`src/rtl/dot_mac_seq_if.sv`:
```
// Register-file read port and result handshake of the sequencing dot-product engine.
// master = engine side, slave = register file / result consumer side.
interface dot_mac_seq_if #(
  parameter int unsigned DATA_W = 8,
  parameter int unsigned LANES  = 4,
  parameter int unsigned DEPTH  = 8,
  parameter int unsigned ACC_W  = 2 * DATA_W + $clog2(LANES * DEPTH)
);
  localparam int unsigned IDX_W = (DEPTH > 1) ? $clog2(DEPTH) : 1;

  logic                      rf_enable;
  logic [IDX_W-1:0]          rf_idx;
  logic [LANES*DATA_W-1:0]   x_in;
  logic [LANES*DATA_W-1:0]   w_in;
  logic [ACC_W-1:0]          result;
  logic                      result_valid;
  logic                      result_ready;

  modport master (
    output rf_enable, rf_idx, result, result_valid,
    input  x_in, w_in, result_ready
  );

  modport slave (
    input  rf_enable, rf_idx, result, result_valid,
    output x_in, w_in, result_ready
  );
endinterface

```
`src/rtl/dot_mac_seq.sv`:
```
// Sequencing signed dot-product engine: walks DEPTH register-file rows, multiplies LANES pairs
// per row in a registered stage and accumulates. Optional DOT_MAC_RELU_EN clamps negative results to 0.
module dot_mac_seq #(
  parameter int unsigned DATA_W = 8,
  parameter int unsigned LANES  = 4,
  parameter int unsigned DEPTH  = 8,
  parameter int unsigned ACC_W  = 2 * DATA_W + $clog2(LANES * DEPTH)
) (
  input  logic           clk,
  input  logic           rst_n,
  input  logic           start,
  output logic           busy,
  dot_mac_seq_if.master  bus
);
  localparam int unsigned IDX_W  = (DEPTH > 1) ? $clog2(DEPTH) : 1;
  localparam int unsigned PROD_W = 2 * DATA_W;

  typedef enum logic [1:0] {IDLE, RUN, DRAIN, DONE} state_t;

  state_t                    state;
  logic                      rf_en_q;
  logic [IDX_W-1:0]          idx_q;
  logic                      drain_q;
  logic                      rd_vld_q;
  logic                      p_vld_q;
  logic                      busy_q;
  logic                      res_vld_q;
  logic signed [ACC_W-1:0]   acc_q;
  logic signed [ACC_W-1:0]   res_q;
  logic signed [ACC_W-1:0]   acc_next_c;
  logic signed [PROD_W-1:0]  prod_c [LANES];
  logic signed [PROD_W-1:0]  prod_q [LANES];

  // Per-lane full-precision signed products of the row returned by the register file
  always_comb begin
    for (int l = 0; l < LANES; l++) begin
      prod_c[l] = PROD_W'($signed(bus.x_in[l*DATA_W +: DATA_W]))
                * PROD_W'($signed(bus.w_in[l*DATA_W +: DATA_W]));
    end
  end

  // Lane sum added to the running accumulator; wraps modulo 2^ACC_W if ACC_W is narrowed
  always_comb begin
    acc_next_c = acc_q;
    for (int l = 0; l < LANES; l++) begin
      acc_next_c = acc_next_c + ACC_W'(prod_q[l]);
    end
  end

  // Stage 1: read-data valid tracks rf_enable one cycle late, products register behind it
  always_ff @(posedge clk or negedge rst_n) begin
    if (!rst_n) begin
      rd_vld_q <= 1'b0;
      p_vld_q  <= 1'b0;
      for (int l = 0; l < LANES; l++) prod_q[l] <= '0;
    end else begin
      rd_vld_q <= rf_en_q;
      p_vld_q  <= rd_vld_q;
      if (rd_vld_q) begin
        for (int l = 0; l < LANES; l++) prod_q[l] <= prod_c[l];
      end
    end
  end

  // Sequencer, stage 2 accumulation and result register
  always_ff @(posedge clk or negedge rst_n) begin
    if (!rst_n) begin
      state     <= IDLE;
      rf_en_q   <= 1'b0;
      idx_q     <= '0;
      drain_q   <= 1'b0;
      busy_q    <= 1'b0;
      acc_q     <= '0;
      res_q     <= '0;
      res_vld_q <= 1'b0;
    end else begin
      if (p_vld_q) acc_q <= acc_next_c;
      case (state)
        IDLE: begin
          if (start) begin
            state   <= RUN;
            acc_q   <= '0;
            rf_en_q <= 1'b1;
            idx_q   <= '0;
            busy_q  <= 1'b1;
          end
        end
        RUN: begin
          if (idx_q == IDX_W'(DEPTH - 1)) begin
            state   <= DRAIN;
            rf_en_q <= 1'b0;
            idx_q   <= '0;
            drain_q <= 1'b0;
          end else begin
            idx_q <= idx_q + IDX_W'(1);
          end
        end
        DRAIN: begin
          drain_q <= 1'b1;
          // Second drain cycle: the last row's products land in acc_next_c now
          if (drain_q) begin
            state     <= DONE;
            res_vld_q <= 1'b1;
`ifdef DOT_MAC_RELU_EN
            res_q     <= acc_next_c[ACC_W-1] ? '0 : acc_next_c;
`else
            res_q     <= acc_next_c;
`endif
          end
        end
        DONE: begin
          if (bus.result_ready) begin
            state     <= IDLE;
            res_vld_q <= 1'b0;
            busy_q    <= 1'b0;
          end
        end
        default: state <= IDLE;
      endcase
    end
  end

  assign busy             = busy_q;
  assign bus.rf_enable    = rf_en_q;
  assign bus.rf_idx       = idx_q;
  assign bus.result       = res_q;
  assign bus.result_valid = res_vld_q;
endmodule

```
`src/flat_wrapper.sv`:
```
// flat-port wrapper written by rule: the top's interface ports become plain ports
module dot_mac_seq_flat 
#(
  parameter int unsigned DATA_W = 8,
  parameter int unsigned LANES  = 4,
  parameter int unsigned DEPTH  = 8,
  parameter int unsigned ACC_W  = 2 * DATA_W + $clog2(LANES * DEPTH)
)
  (clk, rst_n, start, busy, bus_rf_enable, bus_rf_idx, bus_result, bus_result_valid, bus_x_in, bus_w_in, bus_result_ready);
  dot_mac_seq_if #(.DATA_W(DATA_W), .LANES(LANES), .DEPTH(DEPTH), .ACC_W(ACC_W)) bus_i ();
  input  logic clk;
  input  logic rst_n;
  input  logic start;
  output logic busy;
  output wire logic [$bits(bus_i.rf_enable)-1:0] bus_rf_enable;
  output wire logic [$bits(bus_i.rf_idx)-1:0] bus_rf_idx;
  output wire logic [$bits(bus_i.result)-1:0] bus_result;
  output wire logic [$bits(bus_i.result_valid)-1:0] bus_result_valid;
  input wire logic [$bits(bus_i.x_in)-1:0] bus_x_in;
  input wire logic [$bits(bus_i.w_in)-1:0] bus_w_in;
  input wire logic [$bits(bus_i.result_ready)-1:0] bus_result_ready;
  assign bus_rf_enable = bus_i.rf_enable;
  assign bus_rf_idx = bus_i.rf_idx;
  assign bus_result = bus_i.result;
  assign bus_result_valid = bus_i.result_valid;
  assign bus_i.x_in = bus_x_in;
  assign bus_i.w_in = bus_w_in;
  assign bus_i.result_ready = bus_result_ready;
  dot_mac_seq #(.DATA_W(DATA_W), .LANES(LANES), .DEPTH(DEPTH), .ACC_W(ACC_W)) u_core (.clk(clk), .rst_n(rst_n), .start(start), .busy(busy), .bus(bus_i));
endmodule
```
`config.mk`:
```
export PLATFORM = sky130hd
export DESIGN_NAME = dot_mac_seq_flat
export DESIGN_NICKNAME = d
export VERILOG_FILES = /design/src/rtl/dot_mac_seq_if.sv /design/src/rtl/dot_mac_seq.sv /design/src/flat_wrapper.sv
export SDC_FILE = /design/constraint.sdc
export NUM_CORES = 1
export LEC_CHECK = 0
export BUFFER_PORTS_ARGS = -buffer_cell sky130_fd_sc_hd__clkbuf_2
export CORE_UTILIZATION = 58
export CTS_CLUSTER_DIAMETER = 80
export DETAILED_ROUTE_END_ITERATION = 8
export GPL_ROUTABILITY_DRIVEN = 0
export GPL_TIMING_DRIVEN = 0
export PLACE_DENSITY = 0.79
export RECOVER_POWER = 50
export SLEW_MARGIN = 20
export SYNTH_ARGS = -nofsm -noshare
export SYNTH_HDL_FRONTEND = slang
export SYNTH_SLANG_ARGS = --single-unit
```
`constraint.sdc`:
```
create_clock -name clk -period 4 [get_ports clk]
set_input_delay 0.6 -clock clk [delete_from_list [all_inputs] [get_ports clk]]
set_output_delay 0.6 -clock clk [all_outputs]
set_load 0.05 [all_outputs]
```
==> impl_metrics.xml, run 1 <==
<?xml version="1.0" encoding="UTF-8"?>
<metrics>
  <group name="outcome">
    <metric name="outcome" unit="">complete, but fails checks</metric>
    <metric name="violations" unit="">capacitance limit, slew limit, setup timing</metric>
  </group>
  <group name="floorplanning">
    <metric name="core-area" unit="mm2">0.0288</metric>
    <metric name="placement_rows" unit="">62</metric>
    <metric name="i_o_pin_count" unit="">95</metric>
    <metric name="floorplan.initialDensity" unit="">0.591</metric>
    <metric name="height_of_the_die" unit="um">173</metric>
    <metric name="die-area" unit="mm2">0.0300</metric>
    <metric name="die_wd" unit="um">173</metric>
  </group>
  <group name="setup_path">
    <metric name="required" unit="ns">4.31</metric>
    <metric name="critPathKind" unit="">input pin to flop</metric>
    <metric name="cp_max_fo" unit="">8</metric>
    <metric name="startpoint_type" unit="">input pin</metric>
    <metric name="endpoint_kind" unit="">flop</metric>
    <metric name="critical_path_arrival" unit="ns">4.62</metric>
  </group>
  <group name="sta">
    <metric name="clock-skew-final" unit="ns">0.00898</metric>
    <metric name="timing.setup.tns" unit="ns">-1.22</metric>
    <metric name="finalCritPeriodShare" unit="">1.08</metric>
    <metric name="worst-slew-pin-transition" unit="ns">2.67</metric>
    <metric name="final_max_slew_viol_count" unit="">51</metric>
    <metric name="timing.fmax" unit="GHz">0.232</metric>
    <metric name="setup_repair_after_global_routing_missed_its_margin" unit="">yes</metric>
    <metric name="setup_slack" unit="ns">-0.313</metric>
    <metric name="relative_max_transition_margin" unit="">-0.783</metric>
    <metric name="final.min_clock_period" unit="ns">4.31</metric>
    <metric name="finalHoldViolCount" unit="">0</metric>
    <metric name="finalSetupViolations" unit="">10</metric>
  </group>
  <group name="routing">
    <metric name="routed-wl-met3" unit="um">2320</metric>
    <metric name="wl_per_cell" unit="um">17.7</metric>
    <metric name="totalWireLength" unit="um">42900</metric>
    <metric name="ant_nets" unit="">0</metric>
    <metric name="wl_met1" unit="um">17200</metric>
    <metric name="detail_route.drc_violations" unit="">0</metric>
    <metric name="dr.pass1.iters" unit="">6</metric>
    <metric name="route.detailed.vias_per_inst" unit="">5.61</metric>
    <metric name="met2WireLength" unit="um">21900</metric>
    <metric name="dr.first_iter.drc_count" unit="">1169</metric>
    <metric name="top_sig_layer" unit="">met4</metric>
    <metric name="vias" unit="">13611</metric>
  </group>
  <group name="cells_and_area">
    <metric name="mostFrequentLayoutCells" unit="">inv_1, fa_1, and2_1</metric>
    <metric name="ratio_of_cells_with_drive_above_1_in_the_final_layout" unit="">0.223</metric>
    <metric name="final_util" unit="">0.721</metric>
    <metric name="nets_finish" unit="">2515</metric>
    <metric name="layout_commonest_cell" unit="">inv_1</metric>
    <metric name="multi_input_comb_area" unit="mm2">0.0135</metric>
    <metric name="number_of_antenna_cells_inserted" unit="">0</metric>
    <metric name="register_area" unit="mm2">0.00293</metric>
    <metric name="area_growth" unit="%">21.9</metric>
    <metric name="layout.filler_cells" unit="">1902</metric>
  </group>
  <group name="cts">
    <metric name="cts_inserted_buffers" unit="">17</metric>
    <metric name="max-clock-path-buffers" unit="">2</metric>
    <metric name="clk-insertion-delay-late" unit="ns">0.43</metric>
    <metric name="tritoncts" unit="">built</metric>
    <metric name="postCtsHoldBufs" unit="">0</metric>
    <metric name="level_count_of_the_clock_h_tree" unit="">4</metric>
    <metric name="clkSinkCount" unit="">117</metric>
    <metric name="cts-root-buf" unit="">clkbuf_16</metric>
    <metric name="worst_setup_hold_path_clk_slew" unit="ns">0.06</metric>
  </group>
  <group name="logic_synthesis">
    <metric name="synth.ff_latch_count" unit="">117</metric>
    <metric name="synthCells" unit="">1852</metric>
    <metric name="synth_edf_count" unit="">0</metric>
    <metric name="synth-async-reset-ratio" unit="">1.00</metric>
    <metric name="syn-cell-area" unit="mm2">0.0170</metric>
    <metric name="synth_ff_type" unit="">dfrtp_1</metric>
    <metric name="mappedNetlistNets" unit="">2336</metric>
    <metric name="synth_cell_types" unit="">67</metric>
    <metric name="synth_seq_area_share" unit="">0.172</metric>
    <metric name="synth-warning-count" unit="">0</metric>
    <metric name="synth.avg_cell_area" unit="um2">9.19</metric>
  </group>
  <group name="global_routing">
    <metric name="grtUsageTotal" unit="">0.279</metric>
    <metric name="first_global_vias" unit="">14058</metric>
    <metric name="grt_max_degree" unit="">69</metric>
    <metric name="grt_pass1_wl" unit="um">67800</metric>
    <metric name="globalRouteOverflowTotal" unit="">0</metric>
    <metric name="grt_antenna_before_repair" unit="">0</metric>
  </group>
  <group name="placed_design">
    <metric name="io_buffer_count" unit="">94</metric>
    <metric name="place_hpwl" unit="um">30800</metric>
    <metric name="placement_setup_slack" unit="ns">-0.979</metric>
  </group>
  <group name="job">
    <metric name="cap_viol_max_count" unit="">1</metric>
  </group>
  <group name="worst_hold_path">
    <metric name="worstHoldPathType" unit="">flop to flop</metric>
  </group>
</metrics>
-- flip-flops by register name, summed over array words and instances, names as in the netlist --
| signal | cells |
|---|---|
| u_core.prod_q | 64 |
| u_core.acc_q | 21 |
| u_core.bus.result | 21 |
| u_core.bus.rf_idx | 3 |
| u_core.state | 2 |
| u_core.bus.result_valid | 1 |
| u_core.bus.rf_enable | 1 |
| u_core.busy | 1 |
| u_core.drain_q | 1 |
| u_core.p_vld_q | 1 |
| u_core.rd_vld_q | 1 |
-- logic make-up (layout without fill, tap and decap cells) --
logic type | after synthesis | in the layout | share of synthesized area
flops | 117 | 117 | 0.172
xor+xnor | 59 | 59 | 0.0304
compound gates | 265 | 265 | 0.102
buf+inv | 492 | 684 | 0.109
mux | 25 | 25 | 0.0159
simple gates | 478 | 478 | 0.145
fa+ha+maj | 416 | 416 | 0.426
-- through the flow --
stage               area, um2  cells  hold WS, ns
floorplan               17200   1852        0.304
global placement        18200   2330        0.429
detailed placement      18200   2331        0.435
CTS                     19700   2395        0.126
global route            20700   2428        0.459
finish                  20700   2428        0.461
-- path summary, 6_finish.rpt --
kind / start / to / slack (ns) / depth (start not counted)
worst max-delay path: bus_x_in[23] / u_core.prod_q[31] / -0.31 / 15
worst min-delay path: u_core.bus.rf_enable / u_core.rd_vld_q / 0.46 / 0
worst max register to register: u_core.prod_q[17] / u_core.acc_q[9] / -0.14 / 15
worst min register to register: u_core.bus.rf_enable / u_core.rd_vld_q / 0.46 / 0
max in group asynchronous: rst_n / u_core.prod_q[23] / 0.72 / 2
min in group asynchronous: rst_n / u_core.bus.rf_idx[2] / 1.01 / 1
-- worst max-delay path: stages --
cell and delay (ns):
clkbuf_8 0.13, and2_4 0.17, buf_4 0.13, fa_1 0.49
inv_1 0.05, fa_1 0.53, inv_1 0.05, fa_1 0.51
fa_1 0.43, ha_1 0.39, and3_1 0.21, a311oi_2 0.35
a21oi_2 0.12, xnor2_2 0.17, mux2_4 0.27
-- cell usage after synthesis (16+ instances only) --
cell / count / area [um2]
inv_1: 466 / 1750
fa_1: 272 / 5450
dfrtp_1: 117 / 2930
ha_1: 144 / 1800
and2_1: 164 / 1030
xnor2_1: 55 / 482
a211oi_1: 23 / 173
nand2_1: 134 / 503
a21oi_1: 39 / 195
a21o_1: 16 / 120
mux2_2: 16 / 180
nor2_1: 68 / 255
nand2b_1: 17 / 106
nand3_1: 24 / 120
clkbuf_1: 21 / 78.8
o21ai_0: 89 / 445
-- area by class of cell --
class	count	area share
multi-input cells	1243	0.650
flip-flops and latches	117	0.141
inverters	467	0.0854
repair buffers	161	0.0652
well taps	384	0.0232
clock buffers	21	0.0227
clock inverters	11	0.00724
plain buffers	24	0.00470
-- what timing repair did --
action,CTS,global route
resized for setup,136,263
endpoints found under the setup margin,25,41
pin swaps,63,120
gates cloned,0,0
setup buffers,32,37
-- layer usage --
| layer | vias up | track usage |
|---|---|---|
| li1 | 6128 | - |
| met1 | 6831 | 0.366 |
| met2 | 530 | 0.482 |
| met3 | 122 | 0.0333 |
| met4 | 0 | 0.0896 |
| met5 | - | 0 |
Power of run 1 is not shown: default switching activity piles up to over one toggle a cycle in this logic, so the estimate is an artifact.
==> run 2: changes to the inputs <==
Settings changed: GPL_TIMING_DRIVEN 0 to 1, SETUP_SLACK_MARGIN set to 0.5.
==> impl_metrics.xml, run 2 (synthesis gave the netlist of run 1 again) <==
<?xml version="1.0" encoding="UTF-8"?>
<metrics>
  <group name="outcome">
    <metric name="outcome" unit="">complete, but fails checks</metric>
    <metric name="violations" unit="">DRC, capacitance limit, slew limit, setup timing</metric>
  </group>
  <group name="worst_hold_path">
    <metric name="worstHoldPathType" unit="">flop to flop</metric>
    <metric name="worst_hold_path.endpoint" unit="">u_core.rd_vld_q</metric>
    <metric name="hold-path-cell-count" unit="">0</metric>
    <metric name="worstHoldStart" unit="">u_core.bus.rf_enable</metric>
  </group>
  <group name="sta">
    <metric name="clock-skew-final" unit="ns">0.0102</metric>
    <metric name="setup_slack" unit="ns">-0.572</metric>
    <metric name="finalSetupViolations" unit="">50</metric>
    <metric name="final_max_slew_viol_count" unit="">45</metric>
    <metric name="timing.setup.tns" unit="ns">-12.87</metric>
    <metric name="setup_repair_after_global_routing_missed_its_margin" unit="">yes</metric>
    <metric name="final.min_clock_period" unit="ns">4.57</metric>
    <metric name="finalHoldViolCount" unit="">0</metric>
    <metric name="relative_max_transition_margin" unit="">-0.670</metric>
    <metric name="worst-slew-pin-transition" unit="ns">2.50</metric>
    <metric name="finalCritPeriodShare" unit="">1.14</metric>
    <metric name="whs" unit="ns">0.494</metric>
    <metric name="timing.fmax" unit="GHz">0.219</metric>
  </group>
  <group name="cells_and_area">
    <metric name="fin_cells" unit="">2658</metric>
    <metric name="largest-register" unit="">u_core.prod_q</metric>
    <metric name="nets_finish" unit="">2744</metric>
    <metric name="layout.filler_cells" unit="">1281</metric>
    <metric name="layout_commonest_cell" unit="">inv_1</metric>
    <metric name="mostFrequentLayoutCells" unit="">inv_1, buf_4, fa_1</metric>
    <metric name="area_growth" unit="%">41.8</metric>
    <metric name="largest_reg_flops" unit="">64</metric>
    <metric name="ratio_of_cells_with_drive_above_1_in_the_final_layout" unit="">0.400</metric>
  </group>
  <group name="setup_path">
    <metric name="reg2reg_slack" unit="ns">-0.57</metric>
    <metric name="timing.rr.end" unit="">u_core.bus.result[19]</metric>
    <metric name="worstReg2RegStart" unit="">u_core.prod_q[28]</metric>
    <metric name="critical_path.startpoint" unit="">u_core.prod_q[28]</metric>
    <metric name="startpoint_type" unit="">flop</metric>
    <metric name="critPathKind" unit="">flop to flop</metric>
    <metric name="required" unit="ns">4.32</metric>
    <metric name="endpoint_kind" unit="">flop</metric>
    <metric name="critical_path_arrival" unit="ns">4.89</metric>
    <metric name="cp_max_fo" unit="">4</metric>
    <metric name="timing.reg2reg.worst_path_depth" unit="">14</metric>
  </group>
  <group name="cts">
    <metric name="clk-insertion-delay-late" unit="ns">0.44</metric>
    <metric name="max-clock-path-buffers" unit="">2</metric>
    <metric name="tritoncts" unit="">built</metric>
    <metric name="worst_setup_hold_path_clk_slew" unit="ns">0.06</metric>
    <metric name="clkSinkCount" unit="">117</metric>
    <metric name="cts_inserted_buffers" unit="">17</metric>
    <metric name="cts-root-buf" unit="">clkbuf_16</metric>
    <metric name="level_count_of_the_clock_h_tree" unit="">4</metric>
  </group>
  <group name="global_routing">
    <metric name="grt_pass1_wl" unit="um">82600</metric>
    <metric name="first_global_vias" unit="">16578</metric>
    <metric name="grtUsageTotal" unit="">0.345</metric>
    <metric name="grt_antenna_before_repair" unit="">2</metric>
    <metric name="grt_max_degree" unit="">62</metric>
    <metric name="globalRouteOverflowTotal" unit="">0</metric>
  </group>
  <group name="placed_design">
    <metric name="place_hpwl" unit="um">32200</metric>
    <metric name="dp_cells" unit="">2528</metric>
    <metric name="io_buffer_count" unit="">94</metric>
  </group>
  <group name="floorplanning">
    <metric name="i_o_pin_count" unit="">95</metric>
    <metric name="placement_rows" unit="">62</metric>
    <metric name="core-area" unit="mm2">0.0288</metric>
    <metric name="floorplan.initialDensity" unit="">0.591</metric>
    <metric name="die_wd" unit="um">173</metric>
    <metric name="height_of_the_die" unit="um">173</metric>
    <metric name="die-area" unit="mm2">0.0300</metric>
  </group>
  <group name="routing">
    <metric name="detail_route.drc_violations" unit="">2</metric>
    <metric name="ant_nets" unit="">0</metric>
    <metric name="dr.pass1.iters" unit="">9</metric>
    <metric name="totalWireLength" unit="um">67400</metric>
    <metric name="vias" unit="">17053</metric>
    <metric name="dr.first_iter.drc_count" unit="">2326</metric>
    <metric name="wl_per_cell" unit="um">25.4</metric>
    <metric name="route.detailed.vias_per_inst" unit="">6.42</metric>
  </group>
  <group name="job">
    <metric name="cap_viol_max_count" unit="">1</metric>
  </group>
</metrics>
## run 2: changes by cell type in the layout (fill, tap and decap cells not counted), moves of 18 or more
| cell | delta |
|---|---|
| buf_4 | +168 |
| buf_6 | +76 |
| inv_1 | -43 |
| inv_2 | +42 |
| o21ai_0 | -28 |
| ha_1 | -24 |
| ha_4 | +18 |
## run 2: worst max path at each step
stage                       endpoint  depth (start not counted)
2_1_floorplan      u_core.prod_q[31]                         14
3_3_place_gp       u_core.prod_q[63]                         15
3_5_place_dp       u_core.prod_q[63]                         15
4_1_cts            u_core.prod_q[63]                         15
5_1_grt        u_core.bus.result[19]                         14
6_report       u_core.bus.result[19]                         14
## run 2: through the flow
stage | setup WS [ns] | area (um2) | util
4_1_cts | -0.0752 | 22700 | 0.788
5_1_grt | -0.761 | 24100 | 0.838
3_5_place_dp | -0.730 | 20200 | 0.701
6_report | -0.572 | 24100 | 0.838
2_1_floorplan | -0.276 | 17600 | -
3_3_place_gp | -0.659 | 20200 | 0.701
## run 2: routing by layer
metal  track usage  up-vias  part of all wire
met5             0        -           0.00019
met1         0.403     8215              0.32
met2         0.613     1551              0.47
met4         0.172        2              0.11
met3        0.0570      697              0.11
li1              -     6588                 -
## run 2: critical path, stage by stage (launching register included)
cell	delay, ns
dfrtp_1	0.34
inv_1	0.18
fa_1	0.80
inv_1	0.16
fa_1	0.55
inv_1	0.07
fa_1	0.48
inv_1	0.08
ha_4	0.32
nor2_1	0.10
a21oi_2	0.36
nand3_2	0.24
o21ai_2	0.37
a211oi_2	0.14
o31ai_2	0.25
## run 2: final cells by class
| cell class | count | area (um2) | area share |
|---|---|---|---|
| clock buffer | 23 | 468 | 0.0194 |
| inverter | 467 | 1770 | 0.0733 |
| clock inverter | 9 | 151 | 0.00628 |
| antenna | 1 | 2.50 | 0.000104 |
| tap | 384 | 480 | 0.0199 |
| multi-input combinational | 1243 | 14700 | 0.610 |
| timing repair buffer | 414 | 3610 | 0.150 |
| sequential | 117 | 2930 | 0.122 |
## run 2: what timing repair did
action | in CTS | in global routing
cloned | 0 | 0
hold endpoints to repair | 0 | 0
pin swaps | 219 | 194
setup endpoints to repair | 67 | 71
hold buffers | 0 | 0
gates resized for setup | 344 | 275
setup buffers | 46 | 51
Power of run 2 is left out for the same reason.
